## src/rtl/iter_div_unit.sv

```systemverilog
// rtl/iter_div_unit.sv - restoring iterative divider, one quotient bit per cycle, valid/ready on both sides
// Define DIV_SIGNED_EN to honour is_signed (RISC-V M semantics, including the MIN / -1 overflow case).
module iter_div_unit #(
  parameter int WIDTH = 32
) (
  input  logic             clk,
  input  logic             reset,
  input  logic             in_valid,
  output logic             in_ready,
  input  logic [WIDTH-1:0] dividend,
  input  logic [WIDTH-1:0] divisor,
  input  logic             is_signed,
  output logic             out_valid,
  input  logic             out_ready,
  output logic [WIDTH-1:0] quotient,
  output logic [WIDTH-1:0] remainder,
  output logic             busy
);
  localparam int CNT_W = $clog2(WIDTH + 1);
  localparam logic [WIDTH-1:0] MIN = {1'b1, {(WIDTH-1){1'b0}}};

  typedef enum logic [1:0] {IDLE, CALC, FIX, DONE} state_t;
  state_t state, state_n;

  logic [WIDTH-1:0] rem_r, quo_r, dvs_r;
  logic [CNT_W-1:0] cnt;
  logic [WIDTH:0]   rem_sh, diff;
  logic [WIDTH-1:0] mag_a, mag_b;
  logic             neg_q_in, neg_r_in, ovf;
  logic             neg_q, neg_r;
  logic             accept, special;

`ifdef DIV_SIGNED_EN
  always_comb begin
    mag_a    = (is_signed & dividend[WIDTH-1]) ? -dividend : dividend;
    mag_b    = (is_signed & divisor[WIDTH-1])  ? -divisor  : divisor;
    neg_q_in = is_signed & (dividend[WIDTH-1] ^ divisor[WIDTH-1]);
    neg_r_in = is_signed & dividend[WIDTH-1];
    ovf      = is_signed & (dividend == MIN) & (&divisor);
  end

  always_ff @(posedge clk) begin
    if (reset) begin
      neg_q <= 1'b0;
      neg_r <= 1'b0;
    end else if (accept) begin
      neg_q <= neg_q_in;
      neg_r <= neg_r_in;
    end
  end
`else
  logic unused_is_signed;
  assign unused_is_signed = is_signed;
  assign mag_a    = dividend;
  assign mag_b    = divisor;
  assign neg_q_in = 1'b0;
  assign neg_r_in = 1'b0;
  assign ovf      = 1'b0;
  assign neg_q    = neg_q_in;
  assign neg_r    = neg_r_in;
`endif

  assign in_ready  = (state == IDLE) | ((state == DONE) & out_ready);
  assign accept    = in_valid & in_ready;
  assign special   = (divisor == '0) | ovf;
  assign out_valid = (state == DONE);
  assign busy      = (state == CALC) | (state == FIX);

  // WIDTH+1-bit trial subtract: the shifted partial remainder can exceed WIDTH bits
  assign rem_sh = {rem_r, quo_r[WIDTH-1]};
  assign diff   = rem_sh - {1'b0, dvs_r};

  always_ff @(posedge clk) begin
    if (reset) state <= IDLE;
    else       state <= state_n;
  end

  always_comb begin
    state_n = state;
    case (state)
      IDLE: if (accept) state_n = special ? DONE : CALC;
      CALC: if (cnt == CNT_W'(1)) state_n = FIX;
      FIX:  state_n = DONE;
      DONE: if (out_ready) state_n = accept ? (special ? DONE : CALC) : IDLE;
      default: state_n = IDLE;
    endcase
  end

  always_ff @(posedge clk) begin
    if (reset) begin
      rem_r     <= '0;
      quo_r     <= '0;
      dvs_r     <= '0;
      cnt       <= '0;
      quotient  <= '0;
      remainder <= '0;
    end else if (accept) begin
      if (divisor == '0) begin
        quotient  <= '1;
        remainder <= dividend;
      end else if (ovf) begin
        quotient  <= MIN;
        remainder <= '0;
      end else begin
        rem_r <= '0;
        quo_r <= mag_a;
        dvs_r <= mag_b;
        cnt   <= CNT_W'(WIDTH);
      end
    end else if (state == CALC) begin
      rem_r <= diff[WIDTH] ? rem_sh[WIDTH-1:0] : diff[WIDTH-1:0];
      quo_r <= {quo_r[WIDTH-2:0], ~diff[WIDTH]};
      cnt   <= cnt - CNT_W'(1);
    end else if (state == FIX) begin
      quotient  <= neg_q ? -quo_r : quo_r;
      remainder <= neg_r ? -rem_r : rem_r;
    end
  end
endmodule
```

## config.mk

```make
export PLATFORM = sky130hd
export DESIGN_NAME = iter_div_unit
export DESIGN_NICKNAME = d
export VERILOG_FILES = /design/src/rtl/iter_div_unit.sv
export SDC_FILE = /design/constraint.sdc
export NUM_CORES = 1
export LEC_CHECK = 0
export BUFFER_PORTS_ARGS = -buffer_cell sky130_fd_sc_hd__clkbuf_2
export CAP_MARGIN = 20
export CORE_ASPECT_RATIO = 1.4
export CORE_MARGIN = 4
export CORE_UTILIZATION = 40
export DETAILED_ROUTE_END_ITERATION = 8
export GPL_TIMING_DRIVEN = 0
export PLACE_DENSITY = 0.57
export SLEW_MARGIN = 40
export SYNTH_ARGS = -nofsm -noshare
export SYNTH_HDL_FRONTEND = slang
export SYNTH_SLANG_ARGS = --single-unit
```

## constraint.sdc

```tcl
create_clock -name clk -period 5.6 [get_ports clk]
set_clock_uncertainty 0.15 [all_clocks]
set_input_delay 0.56 -clock clk [delete_from_list [all_inputs] [get_ports clk]]
set_output_delay 0.56 -clock clk [all_outputs]
set_load 0.02 [all_outputs]
```

# Word level (Yosys, flattened, before mapping)

Cells that the tools add are included.

Input bits: 69
Logic and storage cells: 57
Flip-flop bits (word level): 168

Bitwise operators: 6
Multiplexer cells: 24
Add/sub/neg operators: 2
Reductions and logical operators: 8
Equal/unequal tests: 10

Operator list:

| cell                                                  | number |
|---|---|
| two-way mux 32 bit                                    | 15 |
| subtractor 33 x 32 -> 33 bit                          | 1 |
| zero test 32 bit                                      | 1 |
| two-way mux 6 bit                                     | 3 |
| two-way mux 2 bit                                     | 5 |
| inequality test 2 bit, second input constant          | 4 |
| one-hot mux 2 bit (4 select lines)                    | 1 |
| == test 6 x 1 -> 1 bit, second input constant         | 1 |
| AND reduction 3 bit                                   | 2 |
| subtractor 6 x 1 -> 6 bit, second input constant      | 1 |
| == test 2 bit, second input constant                  | 2 |
| inequality test 2 x 1 -> 1 bit, second input constant | 2 |
| AND reduction 2 bit                                   | 2 |
| nonzero test 2 bit                                    | 2 |
| bitwise AND 1 bit                                     | 2 |
| == test 2 x 1 -> 1 bit, second input constant         | 1 |
| zero test 2 bit                                       | 1 |
| NOT 1 bit                                             | 2 |
| bitwise OR 1 bit                                      | 2 |

# Longest topological paths before layout

Gate-level depths: netlist (run 1).

Depth after elaboration: 7
Mapped depth: 14
Gate-level depth less buffers: 12

# Worst setup path before layout (run 1)

OpenSTA, ideal clock, no wires.

Path type: flip-flop to flip-flop
Start: reg quo_r[31]
End: reg rem_r[5]
Stages on the path, launching flop included: 14
Data required time: 5328 ps
Path slack: 2603 ps
Library setup time: 122 ps
Period minus slack after synthesis: 2997 ps
Buffers on the path: 2
Arrival time: 2725 ps
Cells stage by stage: dfxtp_1 inv_1 ha_1 inv_1 fa_1 a211oi_1 nor2_1 o2111ai_2 a31oi_4 o21a_2 o211a_1 buf_6 buf_4 a221o_1

Cells in the longest elaborated chain, start to end: 4

RTL lines:

| what                         | line | text |
|---|---|---|
| start, declared              | 25   | `logic [WIDTH-1:0] rem_r, quo_r, dvs_r;` |
| start signal, assigned       | 106  | `quo_r <= mag_a;` |
| start signal, assigned       | 112  | `quo_r <= {quo_r[WIDTH-2:0], ~diff[WIDTH]};` |
| subtractor 33 x 32 -> 33 bit | 71   | `assign diff = rem_sh - {1'b0, dvs_r};` |
| two-way mux 32 bit           | 111  | `rem_r <= diff[WIDTH] ? rem_sh[WIDTH-1:0] : diff[WIDTH-1:0];` |
| two-way mux 32 bit           | 110  | `end else if (state == CALC) begin` |
| two-way mux 32 bit           | 97   | `end else if (accept) begin` |
| end signal, assigned         | 111  |  |
| end, declared                | 25   |  |

Every way passes these cells. The select of a mux whose other input is x is not followed.
A chain may end at the register's enable or synchronous reset.

# Worst setup path in the final report (run 1)

Start: reg state[1]
End: reg rem_r[30]

Cells in the longest elaborated chain, start to end: 6

RTL lines:

| what                                                                                | line | text |
|---|---|---|
| start, declared                                                                     | 23   | `state_t state, state_n;` |
| start signal, assigned                                                              | 75   | `else state <= state_n;` |
| == test 2 bit                                                                       | 63   | `assign in_ready = (state == IDLE) \| ((state == DONE) & out_ready);` |
| bitwise AND 1 bit                                                                   | 63   |  |
| bitwise OR 1 bit                                                                    | 63   |  |
| bitwise AND 1 bit                                                                   | 64   | `assign accept = in_valid & in_ready;` |
| inequality test 2 bit (no source line) / nonzero test 2 bit (equally long branches) | n/a  |  |
| AND reduction 2 bit (no source line)                                                | n/a  |  |

Parallel ways exist; a longest one is shown, timed or not.

==> impl_metrics.csv, run 1 <==
group,metric,value,unit
min_path,hold_class,"in2reg",
placement,place_hpwl,23.0,mm
run_status,outcome,"complete, no violations",
pwr,peakVddDrop,0.281,mV
timing,relSlewSlack,45.7,%
critical_path,path_class,"reg2reg",
global_routing,grt_max_degree,17,
cts,post_cts.repair.setup_buffers,0,
synthesis,synth_seq_cells,168,
critical_path,cp_slowest_cell,"nor2_2",
layout,stdcell_count,1614,
cts,clock_latency,440,ps
drt,drc,0,
floorplanning,start_util,40.8,%
timing,hold_viol,0,
global_routing,grt-ovfl-total,0,
synthesis,yosysSeqAreaShare,37.6,%
cts,clkTransAtPathRegs,70,ps
timing,post-route-period-util,64.0,%
critical_path,crit_fanout,10,
critical_path,crit_required,5820,ps
floorplanning,ioPinCount,136,
pwr,leakagePower,4.24,nW
synthesis,synthCells,1151,
placement,port_buffers,133,
synthesis,yosysWarnings,0,
placement,placed_cells,1582,
drt,drt.antenna.violating_nets,0,
layout,synthToLayoutAreaGrowth,18.4,%
global_routing,grt_pass1_vias,8473,
timing,setup_viol,0,
critical_path,cp_cell_sequence,"inv_1, ha_1, inv_1, nand2_1, and2_1, clkbuf_1, o21ai_2, nand2_1, nor2_2, clkbuf_1, nand2_1, o21ai_1",
synthesis,avgSynthCellArea,7.78,µm²
run,drv_cap,0,
global_routing,grt_pass1_wl,45.0,mm
global_routing,grt_antenna_before_repair,0,
cts,cts_inserted_buffers,17,
timing,setup_tns,0,ps
synthesis,synth_area,8950,µm²
synthesis,yosysUniqueCellTypes,69,
layout,antennaDiodeCount,0,
drt,wl_per_cell,17.6,µm
synthesis,ys.flop_type,"dfxtp_1",
cts,tritoncts,"yes",
floorplanning,die_width,134,µm
drt,drt-initial-drc-count,482,
timing,rsz0062_at_grt,"no",
synthesis,synth_edf_count,0,
layout,drive_gt1_share,14.3,%
synthesis,synth_nets,1260,
critical_path,start_kind,"register",
floorplanning,dieHeight,185,µm
critical_path,arrival,3800,ps
floorplanning,core-area,21900,µm²
floorplanning,row_count,64,
critical_path,cpMostUsedCell,"nand2_1",
layout,final_area,10600,µm²
cts,hold_buffers,0,
timing,fin_crit,3590,ps
cts,cts_resized,0,
synthesis,ys_async_sr_fraction,0,%
global_routing,track_usage,22.9,%
pwr,p_per_area,608,nW/µm²
floorplanning,die_area,24900,µm²
drt,first_pass_iters,5,
cts,htreeDepth,4,
layout,nets,1413,
critical_path,crit_path_end_kind,"register",
cts,clock_path_buffers,2,
drt,vias_per_cell,5.37,
timing,fmax,279,MHz
cts,cts_root_buf,"clkbuf_16",
placement,gp_congestion,0.912,
timing,maxSlewViolCount,0,
drt,routed_wl,28.5,mm
timing,tightestPinTransition,812,ps
drt,vias,8673,
placement,dpl-instance-area,10000,µm²
cts,clock_sinks,168,
critical_path,cpPeakStageDelay,510,ps
==> state kept, by name (all words and copies together), names as in the netlist <==
register / count
cnt: 6
dvs_r: 32
quo_r: 32
quotient: 32
rem_r: 32
remainder: 32
state: 2
==> where the power goes <==
part           total [mW]  switching, mW  internal [mW]
clock network        1.20          0.518          0.686
logic                3.44           2.16           1.28
registers            1.80          0.259           1.54
total                6.45           2.94           3.51
==> critical path, delay by kind of cell (launching register included) <==
family	cells	cell delay [ps]
buffers and inverters	4	950
adder cells (fa/ha/maj)	1	190
flip-flops	1	390
AND/OR/NAND/NOR	5	1450
AO/OA/AOI/OAI	2	390
==> logic make-up after synthesis <==
| group | after synthesis | synth area share (%) |
|---|---|---|
| and+or+nand+nor | 493 | 25.0 |
| AOI/OAI and AO/OA | 284 | 21.7 |
| DFF | 168 | 37.6 |
| buffers and inverters | 124 | 5.67 |
| adders and majority gates | 40 | 5.67 |
| xor gates and xnor gates | 22 | 2.15 |
| muxes | 20 | 2.24 |
==> layout make-up <==
class / count / area, µm²
Clock inverter: 12 / 141
Clock buffer: 20 / 457
Fill cell: 2308 / 11300
Multi-Input combinational cell: 859 / 5090
Timing Repair Buffer: 134 / 673
Inverter: 45 / 169
Tap cell: 297 / 372
Buffer: 79 / 339
Sequential cell: 168 / 3360
==> metrics by stage <==
stage	total power [mW]	hold slack (ps)	util [%]	setup slack [ps]
2_1_floorplan	4.29	286	-	2600
3_3_place_gp	5.21	292	45.5	1240
3_5_place_dp	5.25	298	45.6	1200
4_1_cts	6.46	188	48.3	1660
5_1_grt	6.93	201	48.3	1650
6_report	6.45	204	48.3	2010
==> cells in the final DEF (no fill, tap or decap), drive strengths merged, types with 3 or more instances in the layout <==
cell type | Yosys | routed
clkbuf | 65 | 218
dfxtp | 168 | 168
nor2 | 141 | 141
nand2 | 134 | 134
nor3 | 131 | 131
a21oi | 76 | 76
a211oi | 72 | 72
inv | 45 | 48
and3 | 39 | 39
ha | 39 | 39
o21ai | 39 | 39
mux2i | 20 | 20
buf | 14 | 15
a21o | 14 | 14
nor4 | 12 | 12
xnor2 | 12 | 12
nand3 | 11 | 11
o211ai | 11 | 11
xor2 | 10 | 10
o31ai | 9 | 9
o21a | 8 | 8
a31oi | 8 | 8
nand4 | 6 | 6
clkinvlp | 0 | 5
a311oi | 5 | 5
a32oi | 4 | 4
and2 | 4 | 4
a41oi | 4 | 4
nor2b | 3 | 3
o21bai | 3 | 3
o211a | 3 | 3
a22oi | 3 | 3
o2111ai | 3 | 3
==> final timing paths <==
path,start,end,slack [ps],cells after the start
max reg2reg,state[1],rem_r[30],2010,12
max,state[1],rem_r[30],2010,12
min reg2reg,dvs_r[16],dvs_r[16],300,2
min,divisor[17],dvs_r[17],200,3
==> metal layers <==
layer  wire length (µm)  part of all wire [%]  vias up  GRT usage [%]
met5                  0                     0        -              0
met4                475                   1.7        0           6.03
met3               1180                   4.2       45           3.61
met2              14800                    52      205           42.9
met1              12000                    42     3976           27.2
li1                   -                     -     4447              -
==> synthesized netlist by cell type (all sizes together) (3+ instances only) <==
| library cell | number | area share (%) |
|---|---|---|
| nand2 | 134 | 5.6 |
| o21a | 8 | 0.68 |
| a32oi | 4 | 0.39 |
| xor2 | 10 | 0.98 |
| inv | 45 | 1.9 |
| dfxtp | 168 | 38 |
| ha | 39 | 5.4 |
| o21bai | 3 | 0.25 |
| and3 | 39 | 2.7 |
| a22oi | 3 | 0.25 |
| nor2b | 3 | 0.21 |
| clkbuf | 65 | 2.7 |
| nor3 | 131 | 7.3 |
| nor2 | 141 | 5.9 |
| o21ai | 39 | 2.2 |
| o211a | 3 | 0.34 |
| o211ai | 11 | 0.92 |
| nor4 | 12 | 0.84 |
| a21o | 14 | 1.2 |
| mux2i | 20 | 2.2 |
| nand3 | 11 | 0.61 |
| xnor2 | 12 | 1.2 |
| a311oi | 5 | 0.56 |
| a21oi | 76 | 4.2 |
| nand4 | 6 | 0.42 |
| a41oi | 4 | 0.48 |
| a31oi | 8 | 0.80 |
| buf | 14 | 1.1 |
| o2111ai | 3 | 0.36 |
| o31ai | 9 | 0.75 |
| and2 | 4 | 0.28 |
| a211oi | 72 | 6.1 |
(Power assumes the default switching activity.)
==> run 2, diff against run 1 <==
- ABC_AREA: default -> 1
- PLACE_DENSITY: 0.57 -> 0.56
- clock period: 5.6 -> 3.36 ns (I/O delays scaled with it)
==> run 2 against run 1 <==
Maximum frequency grew 29%. Via count grew 16%. Critical path depth grew 5. Cell count grew 29%. Sequential power grew 69%. Non-clock buffer count shrank 11. Die area grew 10%. Clock power grew 52%. Worst setup slack lost 1400 ps. Combinational power grew 25%. Largest cell class unchanged.
==> impl_metrics.csv, run 2 <==
group,metric,value,unit
placement,gp_congestion,0.893,
critical_path,reg2reg_to,"rem_r[5]",
timing,setup_viol,0,
floorplanning,row_count,68,
floorplanning,die_width,141,µm
pwr,seqPwrFrac,33.2,%
timing,fin_crit,2790,ps
drt,vias_per_cell,4.84,
synthesis,synth.top_cell.area_share,33.9,%
global_routing,grt_pass1_vias,9715,
layout,fillCellCount,2682,
critical_path,rr_startpoint,"quo_r[31]",
pwr,p_sw_share,46.2,%
synthesis,synth_compound_area_share,16.3,%
synthesis,synthAdderAreaFrac,5.12,%
layout,synthToLayoutAreaGrowth,16.0,%
synthesis,synth_area_leader_cell,"dfxtp_1",
placement,dpl-instance-area,11000,µm²
drt,wl_per_cell,15.7,µm
global_routing,grt-ovfl-total,0,
cts,htreeDepth,4,
synthesis,synth_seq_cells,168,
layout,drive_gt1_share,11.9,%
timing,hold_viol,0,
layout,final_common_cell,"nand2_1",
placement,port_buffers,133,
synthesis,yosysMostFrequentCell,"nand2_1",
timing,maxSlewViolCount,0,
pwr,peakVddDrop,0.618,mV
floorplanning,core-area,24600,µm²
cts,clock_sinks,168,
floorplanning,die_area,27400,µm²
timing,fmax,359,MHz
global_routing,track_usage,23.7,%
synthesis,ys.flop_type,"dfxtp_1",
timing,setup_tns,0,ps
timing,tightestPinTransition,730,ps
timing,post-route-period-util,83.0,%
cts,post_cts.repair.setup_buffers,0,
pwr,p_per_area,795,nW/µm²
layout,antennaDiodeCount,0,
synthesis,synth-xor-area-share,1.59,%
cts,clock_latency,440,ps
min_path,hold_depth,3,
cts,clkTransAtPathRegs,70,ps
global_routing,grt_antenna_before_repair,0,
layout,final_area,11500,µm²
drt,routed_wl,32.8,mm
global_routing,grt_pass1_wl,51.1,mm
drt,vias,10100,
synthesis,synth_nets,1716,
timing,relSlewSlack,51.3,%
placement,place_hpwl,27.1,mm
synthesis,synth_common_cells,"nand2_1 (431), inv_1 (255), nor2_1 (198), o21ai_0 (174), dfxtp_1 (168)",
critical_path,crit_required,3510,ps
synthesis,synth_area_leaders,"dfxtp_1 (34%), nand2_1 (16%), inv_1 (9.6%)",
synthesis,yosysWarnings,0,
floorplanning,ioPinCount,136,
synthesis,synth_edf_count,0,
run_status,outcome,"complete, no violations",
drt,drt.antenna.violating_nets,0,
cts,tritoncts,"yes",
critical_path,path_class,"reg2reg",
cts,clock_path_buffers,2,
pwr,leakagePower,5.84,nW
run,drv_cap,0,
min_path,hold_path_end,"dvs_r[21]",
layout,utilization,46.8,%
floorplanning,start_util,40.4,%
cts,hold_buffers,0,
drt,drc,0,
synthesis,ys_async_sr_fraction,0,%
layout,final_cell_mix,"nand2_1 (431), inv_1 (255), nor2_1 (198)",
critical_path,r2r_slack,570,ps
critical_path,crit_fanout,10,
cts,cts_root_buf,"clkbuf_16",
cts,cts_inserted_buffers,17,
timing,rsz0062_at_grt,"no",
synthesis,synth_top_family_by_area,"simple AND/OR/NAND/NOR gates",
drt,drt-initial-drc-count,563,
min_path,hold_class,"in2reg",
floorplanning,dieHeight,194,µm
critical_path,start_kind,"register",
pwr,p_sw,4.23,mW
synthesis,synth_area,9930,µm²
pwr,p_comb_share,47.0,%
synthesis,muxShareOfSynthArea,0,%
drt,first_pass_iters,5,
critical_path,crit_path_end_kind,"register",
synthesis,yosysUniqueCellTypes,37,
layout,nets,1868,
pwr,p_int,4.93,mW
synthesis,avgSynthCellArea,6.18,µm²
cts,cts_resized,0,
global_routing,grt_max_degree,17,
synthesis,synthCells,1607,
critical_path,r2r_cells,17,
synthesis,yosysSeqAreaShare,33.9,%
critical_path,arrival,2930,ps
pwr,power_frac_clock,19.9,%
synthesis,synth-simple-area-share,29.9,%
min_path,min-delay-start,"divisor[21]",
run 2: final cells by class:
| type | count | area (µm²) | share of cell area [%] |
|---|---|---|---|
| inverters | 259 | 972 | 8.44 |
| plain buffers | 69 | 339 | 2.94 |
| clock buffers | 17 | 425 | 3.69 |
| well taps | 315 | 394 | 3.42 |
| flip-flops and latches | 168 | 3360 | 29.2 |
| repair buffers | 133 | 666 | 5.78 |
| multi-input cells | 1111 | 5250 | 45.6 |
| clock inverters | 14 | 103 | 0.891 |
run 2: power groups by stage:
| stage | logic (mW) | clock network, mW | registers, mW |
|---|---|---|---|
| 2_1_floorplan | 2.62 | 0 | 3.37 |
| 3_3_place_gp | 4.29 | 0 | 3.06 |
| 3_5_place_dp | 4.32 | 0 | 3.07 |
| 4_1_cts | 4.33 | 1.85 | 3.03 |
| 5_1_grt | 4.85 | 1.91 | 3.11 |
| 6_report | 4.30 | 1.82 | 3.04 |
run 2: cell families (layout without fill, tap and decap cells):
kind of cell | Yosys count | in the layout
compound gates | 317 | 317
xor+xnor | 18 | 18
fa+ha+maj | 40 | 40
buf+inv | 328 | 492
flops | 168 | 168
simple gates | 736 | 736
run 2: worst max-delay path by stage:
stage,cells after the start,slack (ps),end,start
2_1_floorplan,19,1040,rem_r[30],quo_r[31]
3_3_place_gp,10,300,remainder[0],divisor[27]
3_5_place_dp,10,290,remainder[0],divisor[27]
4_1_cts,18,550,rem_r[24],quo_r[31]
5_1_grt,17,280,rem_r[21],quo_r[31]
6_report,17,570,rem_r[5],quo_r[31]
run 2: layer usage:
metal / share of wire (%) / GRT usage (%)
met1: 42 / 27.4
met2: 52 / 44.8
met3: 3.4 / 2.93
met4: 2.5 / 7.40
met5: 0 / 0
run 2: worst max-delay path: stages, from the launching register on:
cell	delay [ps]
dfxtp_1	330
inv_1	80
ha_1	150
inv_1	100
fa_1	470
nand2_1	100
nand2_1	50
nand3_1	100
nand2_2	100
nand2_1	80
nand2_2	90
nand2_2	110
nand3_2	150
nand2_4	200
buf_6	180
nand2_1	60
nand3_1	80
a21oi_1	70
run 2: through the flow:
stage | worst slack (ps) | cells | hold WS (ps) | power (mW)
after CTS | 549 | 2086 | 33.7 | 9.21
after global placement | 297 | 2055 | 299 | 7.35
after detailed placement | 289 | 2055 | 301 | 7.39
final | 573 | 2086 | 36.5 | 9.16
after floorplan | 1040 | 1607 | 283 | 5.99
after global routing | 285 | 2086 | 55.1 | 9.87
==> run 3, diff against run 2 <==
- clock period: 3.36 -> 2.65 ns (I/O delays scaled with it)
==> run 3 against run 2 <==
The run now ends with hold timing left. Sequential share of layout area is 1.5 points lower. Core utilization up 2.6 points. Combinational power increased by 33%. Highest routed layer unchanged.
==> impl_metrics.csv, run 3 (synthesis results as in run 2) <==
group,metric,value,unit
run_status,outcome,"finished with violations",
run_status,violations,"hold timing",
timing,layout_setup_ws,136,ps
global_routing,grt_pass1_vias,9873,
global_routing,gr-max-usage-layer,"met2",
cts,htreeDepth,4,
critical_path,rr_startpoint,"quo_r[31]",
global_routing,grt-ovfl-total,0,
pwr,p_per_area,979,nW/µm²
timing,tightestPinTransition,742,ps
drt,vias_per_cell,4.86,
critical_path,cpMostUsedCell,"nand2_4",
placement,place_hpwl,27.1,mm
drt,drc,0,
run,drv_cap,0,
min_path,min-delay-start,"divisor[12]",
layout,nets,1909,
layout,antennaDiodeCount,0,
floorplanning,core-area,24600,µm²
critical_path,crit_path_end_kind,"register",
layout,drive_gt1_share,14.9,%
cts,clock_path_buffers,2,
min_path,hold_class,"in2reg",
drt,wl_per_cell,15.8,µm
pwr,peakVddDrop,0.782,mV
global_routing,track_usage,24.0,%
floorplanning,die_width,141,µm
critical_path,start_kind,"register",
drt,first_pass_iters,5,
timing,post-route-period-util,94.9,%
critical_path,arrival,2670,ps
drt,routed_wl,33.6,mm
timing,fin_crit,2510,ps
cts,cts_inserted_buffers,17,
floorplanning,start_util,40.4,%
layout,synthToLayoutAreaGrowth,22.4,%
timing,fmax,398,MHz
placement,place_ws,-350,ps
cts,clock_sinks,168,
timing,hold_viol,1,
global_routing,grt_use_met1,27.7,%
floorplanning,ioPinCount,136,
critical_path,crit_fanout,10,
critical_path,worstSetupStartpoint,"quo_r[31]",
critical_path,cpPeakStageDelay,380,ps
floorplanning,die_area,27400,µm²
critical_path,cp_cell_sequence,"inv_2, ha_4, inv_2, fa_2, nand2_2, nand2_1, nand3_2, nand2_4, nand2_4, nand2_4, nand2_4, buf_4, nand3_4, nand2_8, buf_6, nand2_1, nand3_1, a21oi_2",
cts,clkTransAtPathRegs,70,ps
drt,drt-initial-drc-count,537,
timing,setup_viol,0,
pwr,leakagePower,6.14,nW
placement,gp_congestion,0.893,
critical_path,cp_slowest_cell,"fa_2",
cts,clock_latency,440,ps
global_routing,grt_max_degree,17,
timing,hold_ws,-1.73,ps
layout,final_cell_mix,"nand2_1 (424), inv_1 (253), nor2_1 (189)",
drt,drt.antenna.violating_nets,0,
global_routing,grt_pass1_wl,51.7,mm
floorplanning,dieHeight,194,µm
drt,vias,10300,
timing,maxSlewViolCount,0,
global_routing,grt_use_met3,2.88,%
layout,final_area,12200,µm²
floorplanning,row_count,68,
cts,tritoncts,"yes",
cts,cts_root_buf,"clkbuf_16",
global_routing,grt_use_met2,45.4,%
critical_path,crit_required,2810,ps
critical_path,path_class,"reg2reg",
layout,final_common_cell,"nand2_1",
global_routing,grt_antenna_before_repair,0,
placement,port_buffers,133,
layout,fillCellCount,2633,
placement,dpl-instance-area,11000,µm²
timing,relSlewSlack,50.6,%
[run 3: cell count changes in the layout (fill, tap and decap cells not counted), moves of 5 or more]
cell and delta:
buf_4 +17, nand2_1 -7, nor2_1 -9, nand2_4 +6, nor2_2 +5, dlygate4sd3_1 +25
clkbuf_1 -9, clkbuf_2 +5
[run 3: what timing repair did]
| item | in CTS | in global routing |
|---|---|---|
| gates cloned | 0 | 1 |
| endpoints found under the setup margin | 53 | 139 |
| buffers inserted | 4 | 11 |
| endpoints found under the hold margin | 25 | 0 |
| hold buffers | 25 | 0 |
| pin swaps | 2 | 13 |
| gates resized for setup | 17 | 62 |
[run 3: report_power, final]
group          leakage, nW  internal [mW]  switching, mW
clock network        0.240           1.19           1.11
registers             1.38           3.36          0.496
logic                 4.52           1.85           3.88
total                 6.14           6.41           5.49
[run 3: metrics by stage]
stage / utilization [%] / instances / setup TNS, ps / total power, mW / hold WS, ps
2_1_floorplan: - / 1607 / 0 / 7.60 / 282
3_3_place_gp: 44.7 / 2055 / -22500 / 9.32 / 299
3_5_place_dp: 44.7 / 2055 / -24360 / 9.37 / 301
4_1_cts: 48.2 / 2115 / 0 / 11.8 / 4.42
5_1_grt: 49.4 / 2127 / -65.9 / 12.8 / 28.0
6_report: 49.4 / 2127 / 0 / 11.9 / -1.73
[run 3: layer usage]
metal,vias up,routed length (µm)
li1,5429,-
met1,4654,13900
met2,212,17700
met3,41,1200
met4,0,820
met5,-,0
[run 3: path summary, 6_finish.rpt]
path / slack, ps / depth (start not counted) / to
min: -2 / 3 / dvs_r[12]
min reg2reg: 310 / 2 / quotient[28]
max reg2reg: 140 / 18 / rem_r[24]
max: 140 / 18 / rem_r[24]
[run 3: critical path: cells and delay by family, from the launching register on]
kind,cells,cell delay (ps)
AO/OA/AOI/OAI,1,60
adder cells (fa/ha/maj),2,510
buffers and inverters,4,390
flip-flops,1,340
AND/OR/NAND/NOR,11,930
[run 3: layout make-up]
cell class	instances	area [µm²]	share of cell area (%)
multi-input combinational	1111	5460	44.9
sequential	168	3370	27.7
timing repair buffer	174	1050	8.67
inverter	259	975	8.02
clock buffer	17	425	3.50
tap	315	394	3.24
buffer	69	373	3.07
clock inverter	14	103	0.844
